--- src/rtl/ex_div_seq.sv ---
// Sequential 32-cycle restoring divider for the EX stage.
// Handles DIV/DIVU, divide-by-zero, annul and pipeline stall.
module ex_div_seq #(
  parameter int DATA_W = 32
) (
  input  logic                clk,
  input  logic                rst,
  input  logic                start_i,
  input  logic                annul_i,
  input  logic                signed_div_i,
  input  logic [DATA_W-1:0]   opdata1_i,
  input  logic [DATA_W-1:0]   opdata2_i,
  output logic [2*DATA_W-1:0] result_o,
  output logic                ready_o,
  output logic                stallreq_o
);

  localparam int CNT_W = $clog2(DATA_W);
  localparam logic [CNT_W-1:0] CNT_LAST = CNT_W'(DATA_W - 1);
  localparam logic [DATA_W-1:0] ONE_W =
    {{(DATA_W-1){1'b0}}, 1'b1};

  typedef enum logic [1:0] {
    ST_FREE,
    ST_BYZERO,
    ST_ON,
    ST_END
  } state_e;

  state_e              state_q, state_d;
  logic [CNT_W-1:0]    cnt_q, cnt_d;
  logic [DATA_W-1:0]   rem_q, rem_d;
  logic [DATA_W-1:0]   quo_q, quo_d;
  logic [DATA_W-1:0]   dvs_q, dvs_d;
  logic                sgn_q, sgn_d;
  logic                neg1_q, neg1_d;
  logic                neg2_q, neg2_d;
  logic [2*DATA_W-1:0] res_q, res_d;
  logic                rdy_q, rdy_d;
  logic                stall;

  logic [DATA_W:0]     part;
  logic [DATA_W+1:0]   diff;
  logic                borrow;
  logic [DATA_W-1:0]   rem_nxt;
  logic [DATA_W-1:0]   quo_nxt;
  logic [DATA_W-1:0]   quo_fix;
  logic [DATA_W-1:0]   rem_fix;
  logic                cap_neg1;
  logic                cap_neg2;
  logic [DATA_W-1:0]   cap_mag1;
  logic [DATA_W-1:0]   cap_mag2;
  logic                unused_diff;

  function automatic logic [DATA_W-1:0] negate(
    input logic [DATA_W-1:0] v
  );
    return ~v + ONE_W;
  endfunction

  // Operand capture: signs kept, magnitudes fed to the array.
  always_comb begin
    cap_neg1 = signed_div_i & opdata1_i[DATA_W-1];
    cap_neg2 = signed_div_i & opdata2_i[DATA_W-1];
    cap_mag1 = cap_neg1 ? negate(opdata1_i) : opdata1_i;
    cap_mag2 = cap_neg2 ? negate(opdata2_i) : opdata2_i;
  end

  // One restoring step: shift in next dividend bit, trial subtract.
  always_comb begin
    part     = {rem_q, quo_q[DATA_W-1]};
    diff     = {1'b0, part} - {2'b00, dvs_q};
    borrow   = diff[DATA_W+1];
    rem_nxt  = borrow ? part[DATA_W-1:0] : diff[DATA_W-1:0];
    quo_nxt  = {quo_q[DATA_W-2:0], ~borrow};
    unused_diff = diff[DATA_W];
  end

  // Sign fix-up applied to the final step's outputs.
  always_comb begin
    quo_fix = quo_nxt;
    rem_fix = rem_nxt;
    if (sgn_q && (neg1_q ^ neg2_q)) begin
      quo_fix = negate(quo_nxt);
    end
    if (sgn_q && neg1_q) begin
      rem_fix = negate(rem_nxt);
    end
  end

  // Next-state, datapath updates and stall request.
  always_comb begin
    state_d = state_q;
    cnt_d   = cnt_q;
    rem_d   = rem_q;
    quo_d   = quo_q;
    dvs_d   = dvs_q;
    sgn_d   = sgn_q;
    neg1_d  = neg1_q;
    neg2_d  = neg2_q;
    res_d   = res_q;
    rdy_d   = rdy_q;
    stall   = 1'b0;
    unique case (state_q)
      ST_FREE: begin
        res_d = '0;
        rdy_d = 1'b0;
        if (start_i && !annul_i) begin
          stall  = 1'b1;
          sgn_d  = signed_div_i;
          neg1_d = cap_neg1;
          neg2_d = cap_neg2;
          quo_d  = cap_mag1;
          dvs_d  = cap_mag2;
          rem_d  = '0;
          cnt_d  = '0;
          if (opdata2_i == '0) begin
            state_d = ST_BYZERO;
          end else begin
            state_d = ST_ON;
          end
        end
      end
      ST_BYZERO: begin
        if (annul_i) begin
          state_d = ST_FREE;
        end else begin
          stall   = 1'b1;
          state_d = ST_END;
          res_d   = '0;
          rdy_d   = 1'b1;
        end
      end
      ST_ON: begin
        if (annul_i) begin
          state_d = ST_FREE;
          cnt_d   = '0;
        end else begin
          stall = 1'b1;
          rem_d = rem_nxt;
          quo_d = quo_nxt;
          cnt_d = cnt_q + CNT_W'(1);
          if (cnt_q == CNT_LAST) begin
            state_d = ST_END;
            cnt_d   = '0;
            res_d   = {rem_fix, quo_fix};
            rdy_d   = 1'b1;
          end
        end
      end
      ST_END: begin
        if (!start_i) begin
          state_d = ST_FREE;
          res_d   = '0;
          rdy_d   = 1'b0;
        end
      end
      default: begin
        state_d = ST_FREE;
        res_d   = '0;
        rdy_d   = 1'b0;
      end
    endcase
  end

  // State and datapath registers, cleared asynchronously.
  always_ff @(posedge clk or negedge rst) begin
    if (!rst) begin
      state_q <= ST_FREE;
      cnt_q   <= '0;
      rem_q   <= '0;
      quo_q   <= '0;
      dvs_q   <= '0;
      sgn_q   <= 1'b0;
      neg1_q  <= 1'b0;
      neg2_q  <= 1'b0;
      res_q   <= '0;
      rdy_q   <= 1'b0;
    end else begin
      state_q <= state_d;
      cnt_q   <= cnt_d;
      rem_q   <= rem_d;
      quo_q   <= quo_d;
      dvs_q   <= dvs_d;
      sgn_q   <= sgn_d;
      neg1_q  <= neg1_d;
      neg2_q  <= neg2_d;
      res_q   <= res_d;
      rdy_q   <= rdy_d;
    end
  end

  assign result_o   = res_q;
  assign ready_o    = rdy_q;
  assign stallreq_o = stall;

endmodule

--- config.mk ---
export PLATFORM = sky130hd
export DESIGN_NAME = ex_div_seq
export DESIGN_NICKNAME = d
export VERILOG_FILES = /design/src/rtl/ex_div_seq.sv
export SDC_FILE = /design/constraint.sdc
export NUM_CORES = 1
export LEC_CHECK = 0
export CAP_MARGIN = 20
export CORE_MARGIN = 10
export CORE_UTILIZATION = 46
export DETAILED_ROUTE_END_ITERATION = 16
export PLACE_DENSITY = 0.67
export SYNTH_ARGS = -nofsm -noshare
export SYNTH_HDL_FRONTEND = slang
export SYNTH_SLANG_ARGS = --single-unit
export TNS_END_PERCENT = 50
--- constraint.sdc ---
create_clock -name clk -period 7.57 [get_ports clk]
set_input_delay 0.757 -clock clk [delete_from_list [all_inputs] [get_ports clk]]
set_output_delay 0.757 -clock clk [all_outputs]
set_load 0.005 [all_outputs]
# Word-level counts from Yosys, hierarchy flattened
# Cells that the tools add are included.
# op_classes
addsub,6
n_reduce_logical,13
mux,35
eq_ne,10
n_bitwise,8
# ops
op,n
$mux 32,9
$mux 64,4
$pmux 64 s4,1
$add 32x1->32 const B,4
$not 32->32,4
$pmux 32 s2,2
$sub 33x32->34,1
$logic_not 32->1,1
$mux 5,3
$mux 2,6
$ne 2x2->1 const B,5
$pmux 5 s2,1
$pmux 2 s4,1
$mux 1,6
$reduce_and 3->1,2
$add 5x1->5 const B,1
$eq 5x5->1 const B,1
$eq 2x2->1 const B,2
$pmux 1 s4,1
$reduce_and 2->1,2
$reduce_and 4->1,1
$logic_and 1x1->1,3
$ne 3x3->1 const B,1
$and 1x1->1,2
other kinds (8),8
# totals
word_cells,82
reg_bits,171
out_inout_bits,66
in_bits,69

# Depth between registers and ports, before layout
# depth
ltp_word,8
depth_mapped,21
mapped_depth_nobuf,17

# Least setup slack after synthesis
# OpenSTA, ideal clock, no wires.
# synth_timing
path_type,reg2reg
from,reg rem_q[19]
to,"reg res_q[60], in the netlist result_o[60]"
n_path_buf,4
required_ns,7.437
stages_incl_launch_ff,20
setup_slack_ns,3.214
period_less_slack_ns,4.356
setup_time_ns,0.133
arrival_ns,4.223
cell_sequence,dfrtp_1 ha_1 buf_2 a21oi_1 o21ai_1 a21oi_1 a31oi_1 or2_2 buf_2 buf_2 buf_1 o21ai_0 ha_1 nand2_1 or3_1 o31ai_1 nand2_1 a21oi_1 xor2_1 o21ai_0
# synth_via
elab_chain_cells,8
# synth_rtl
item,line,text
"start, declared",32,"logic [DATA_W-1:0] rem_q, rem_d;"
"start signal, assigned",182,rem_q <= rem_d;
$sub 33x32->34,72,"diff = {1'b0, part} - {2'b00, dvs_q};"
$mux 32 (*),74,rem_nxt = borrow ? part[DATA_W-1:0] : diff[DATA_W-1:0];
$not 32->32,58,return ~v + ONE_W;
$add 32x1->32,58,
$mux 32 (*),86,if (sgn_q && neg1_q) begin
$mux 64 (*),143,if (cnt_q == CNT_LAST) begin
$mux 64 (*),135,if (annul_i) begin
$pmux 64 s4 (*),104,unique case (state_q)
"end signal, assigned",188,res_q <= res_d;
"end, declared",38,"logic [2*DATA_W-1:0] res_q, res_d;"
# Mark *: on every way between the ends. The rest lies on a longest branch, timed or not. The select of a mux whose other input is x is not followed.
# A chain may end at the register's enable or synchronous reset.

# Final worst setup path
# layout_timing
from,reg rem_q[19]
to,"reg res_q[30], in the netlist result_o[30]"
# layout_via
elab_chain_cells,8
# layout_rtl
item,line,text
$sub 33x32->34,72,
$not 1->1,75,"quo_nxt = {quo_q[DATA_W-2:0], ~borrow};"
$not 32->32,58,
$add 32x1->32,58,
$mux 32,83,if (sgn_q && (neg1_q ^ neg2_q)) begin
$mux 64,143,
$mux 64,135,
$pmux 64 s4,104,
# No other way between the ends. The select of a mux whose other input is x is not followed.

==> results.md <==
* Outcome: finished, final reports clean
* Max_cap viols at 0
* Inserted Clock Buffers at 17
* Initial antenna violation count at 0
* CTS tree: yes
* Share of cells above drive strength 1 at 4.23%
* Yosys cell types at 77
* GRT Total Usage at 21.5%
* Clock Sinks at 171
* Slew margin rel. at 26.7%
* Combinational power share at 63.1%
* Die X at 183 um
* Peak VDD IR at 0.247 mV
* Vias in the first global route at 10900
* Antenna cells at 0
* P&R area growth vs syn at 18.0%
* Synthesized instance count at 1562
* Sw Ratio at 51.2%
* Initial core utilization at 46.7%
* Sequential-to-total area share from yosys stat at 35.2%
* Clk pwr share at 15.1%
* Die Height at 183 um
* F_max at 200 MHz
* I/O pin total at 135
* Flop pwr share at 21.8%
* Iter 0 DRT Violations at 1070
* IO Port Bufs at 134
* Worst path max stage delay at 0.61 ns
* Critical path class: register to register
* Total negative setup slack at 0 ns
* Iteration count of the initial detailed-routing pass at 5
* Clock root cell: clkbuf_16
* CP max-delay cell: inv_2
* CTS Hold Bufs at 0
* H-tree level count at 4
* Worst-margin pin slew at 1.10 ns
* Pint at 3.23 mW
* Hold slack final at 0.403 ns
* Period minus WS final at 5.00 ns
* Worst Path Buf+Inv at 1
* Worst-skew pair later-pin latency at 0.44 ns
* Worst Hold Class: input pin to async pin
* Largest net degree at the start of global routing at 101
* Worst-path clk slew at 0.07 ns
* Leak pwr at 6.06 nW
* Warnings, synthesis at 0
* Final wirelength at 36.5 mm
* Fin nets at 1758
* Die area at 33400 um2
* Setup bufs post-CTS at 0
* Global-route wire length before repair at 59.4 mm
* Worst-path cell chain: ha_1 > a21oi_1 > o21ai_1 > a21oi_1 > a31oi_1 > or2_2 > inv_2 > ha_1 > nand3_1 > nor3_1 > a31oi_1 > nor2_1 > xor2_1 > o21ai_0
* Final Setup Violations at 0
* Post-synthesis cell area at 12200 um2
* Syn Area/Cell at 7.79 um2
* Fin crit share at 66.0%
* Slew Viols, Final at 0
* Core area at 26100 um2
* RSZ-0062 raised after global routing: no
* Hold Fails Final Rpt at 0
* Via-to-Cell Ratio at 5.73
* Post-synth top flop: dfrtp_1
* Clock Skew at 0.0188 ns
* Number of synthesized flops with an enable pin at 0
* WL per Instance at 18.3 um
* Worst Path Required at 7.85 ns
* GP Congestion at 0.906
* Sw power at 3.38 mW
* CP Launch Type: register
* # DRC at 0
* Fraction of registers with async set/reset at 100%
* Crit-path max FO at 47
* Via count at 11400
* Antenna viol nets, final at 0
* CTS resizes at 0
* Post-Syn Nets at 1676
* Worst-case clock buffer depth at 2
* Synth Register Bits at 171
* DP Wirelength at 27.6 mm
* Total grt overflow at 0
* CP top delay family: compound AO/OA/AOI/OAI gates
* Row count at 59
* PwrDens at 460 nW/um2
* CP Data Arrival Time at 5.28 ns
* CP Capture Type: register
[routing by layer]
metal	GRT usage (%)	up-vias	part of all wire, %
met5	0	-	0
met4	4.69	0	1.1
met3	3.50	29	6.3
met2	31.9	318	43
met1	32.0	5394	50
li1	-	5658	-
[cell families after synthesis]
logic type | Yosys count | synth area share, %
buffers and inverters | 139 | 4.45
AO/OA/AOI/OAI | 489 | 23.5
XOR/XNOR | 132 | 9.50
adder cells (fa/ha/maj) | 45 | 4.69
AND/OR/NAND/NOR | 571 | 21.5
flip-flops | 171 | 35.2
multiplexers | 15 | 1.26
[worst paths after layout]
| path | start | to | slack (ns) | depth (start not counted) |
|---|---|---|---|---|
| max in group asynchronous | rst | dvs_q[17]$_DFFE_PN0P_ | 5.62 | 2 |
| hold reg to reg | result_o[53]$_DFFE_PN0P_ | result_o[53]$_DFFE_PN0P_ | 0.47 | 2 |
| hold / removal | rst | result_o[15]$_DFFE_PN0P_ | 0.40 | 1 |
| setup reg to reg | rem_q[19]$_DFFE_PN0P_ | result_o[30]$_DFFE_PN0P_ | 2.57 | 14 |
| setup / recovery | rem_q[19]$_DFFE_PN0P_ | result_o[30]$_DFFE_PN0P_ | 2.57 | 14 |
| min in group clk | result_o[53]$_DFFE_PN0P_ | result_o[53]$_DFFE_PN0P_ | 0.47 | 2 |
[through the flow]
stage | std cells | utilization (%) | area [um2] | setup WS (ns) | power, mW
floorplan | 1562 | - | 12200 | 3.21 | 4.44
global placement | 1960 | 52.6 | 13700 | 2.81 | 5.51
detailed placement | 1960 | 52.6 | 13700 | 2.68 | 5.54
CTS | 1991 | 55.1 | 14400 | 2.69 | 6.56
global route | 1991 | 55.1 | 14400 | 2.17 | 7.16
finish | 1991 | 55.1 | 14400 | 2.57 | 6.61
[sequential cells by signal, indices dropped and copies added, names as in the netlist]
signal,flops
cnt_q,5
sgn_q,1
neg1_q,1
rem_q,32
ready_o,1
quo_q,32
state_q,2
neg2_q,1
dvs_q,32
result_o,64
[Yosys cell counts (19+ instances only)]
master | number | share of area [%]
nand2_1 | 252 | 7.8
o21ai_0 | 216 | 8.9
ha_1 | 44 | 4.5
o31ai_1 | 19 | 1.2
or3_1 | 21 | 1.1
a21oi_1 | 130 | 5.3
nor3_1 | 42 | 1.7
xor2_1 | 62 | 4.5
dfrtp_1 | 171 | 35
nand3_1 | 23 | 0.95
xnor2_1 | 70 | 5.0
inv_1 | 59 | 1.8
nor2_1 | 126 | 3.9
clkbuf_1 | 55 | 1.7
[placed cells by master, fill, tap and decap left out, types with 6 or more instances in the layout]
cell	n
a31oi_1	18
buf_4	8
or4_1	6
nor3_1	42
a22o_1	9
nand2b_1	12
nand2_1	250
inv_1	59
a21oi_1	130
nand3_1	22
a21o_1	13
xnor2_1	70
nor4_1	16
a21boi_0	6
ha_1	43
a211oi_1	6
o31ai_1	19
o21ai_0	215
nor2_1	126
o21ai_1	10
xor2_1	62
nand4_1	7
o211ai_1	6
nor2b_1	10
dfrtp_1	171
mux2i_1	12
and3_1	12
o41ai_1	6
or3_1	21
clkdlybuf4s50_1	133
and2_1	16
clkbuf_16	17
[cell type report]
cell class                 count  area (um2)
timing repair buffer         142        1400
tap                          335         419
sequential                   171        4280
clock buffer                  17         425
clock inverter                14         234
inverter                      60         225
multi-input combinational   1252        7380
fill                        2552       11700
[power groups by stage]
| stage | Clock (mW) | Combinational, mW | Sequential [mW] |
|---|---|---|---|
| detailed placement | 0 | 4.09 | 1.45 |
| global route | 1.05 | 4.63 | 1.48 |
| CTS | 1.01 | 4.11 | 1.43 |
| global placement | 0 | 4.07 | 1.43 |
| floorplan | 0 | 3.08 | 1.36 |
| finish | 1.00 | 4.17 | 1.44 |
Power figures use the tool's default switching activity.
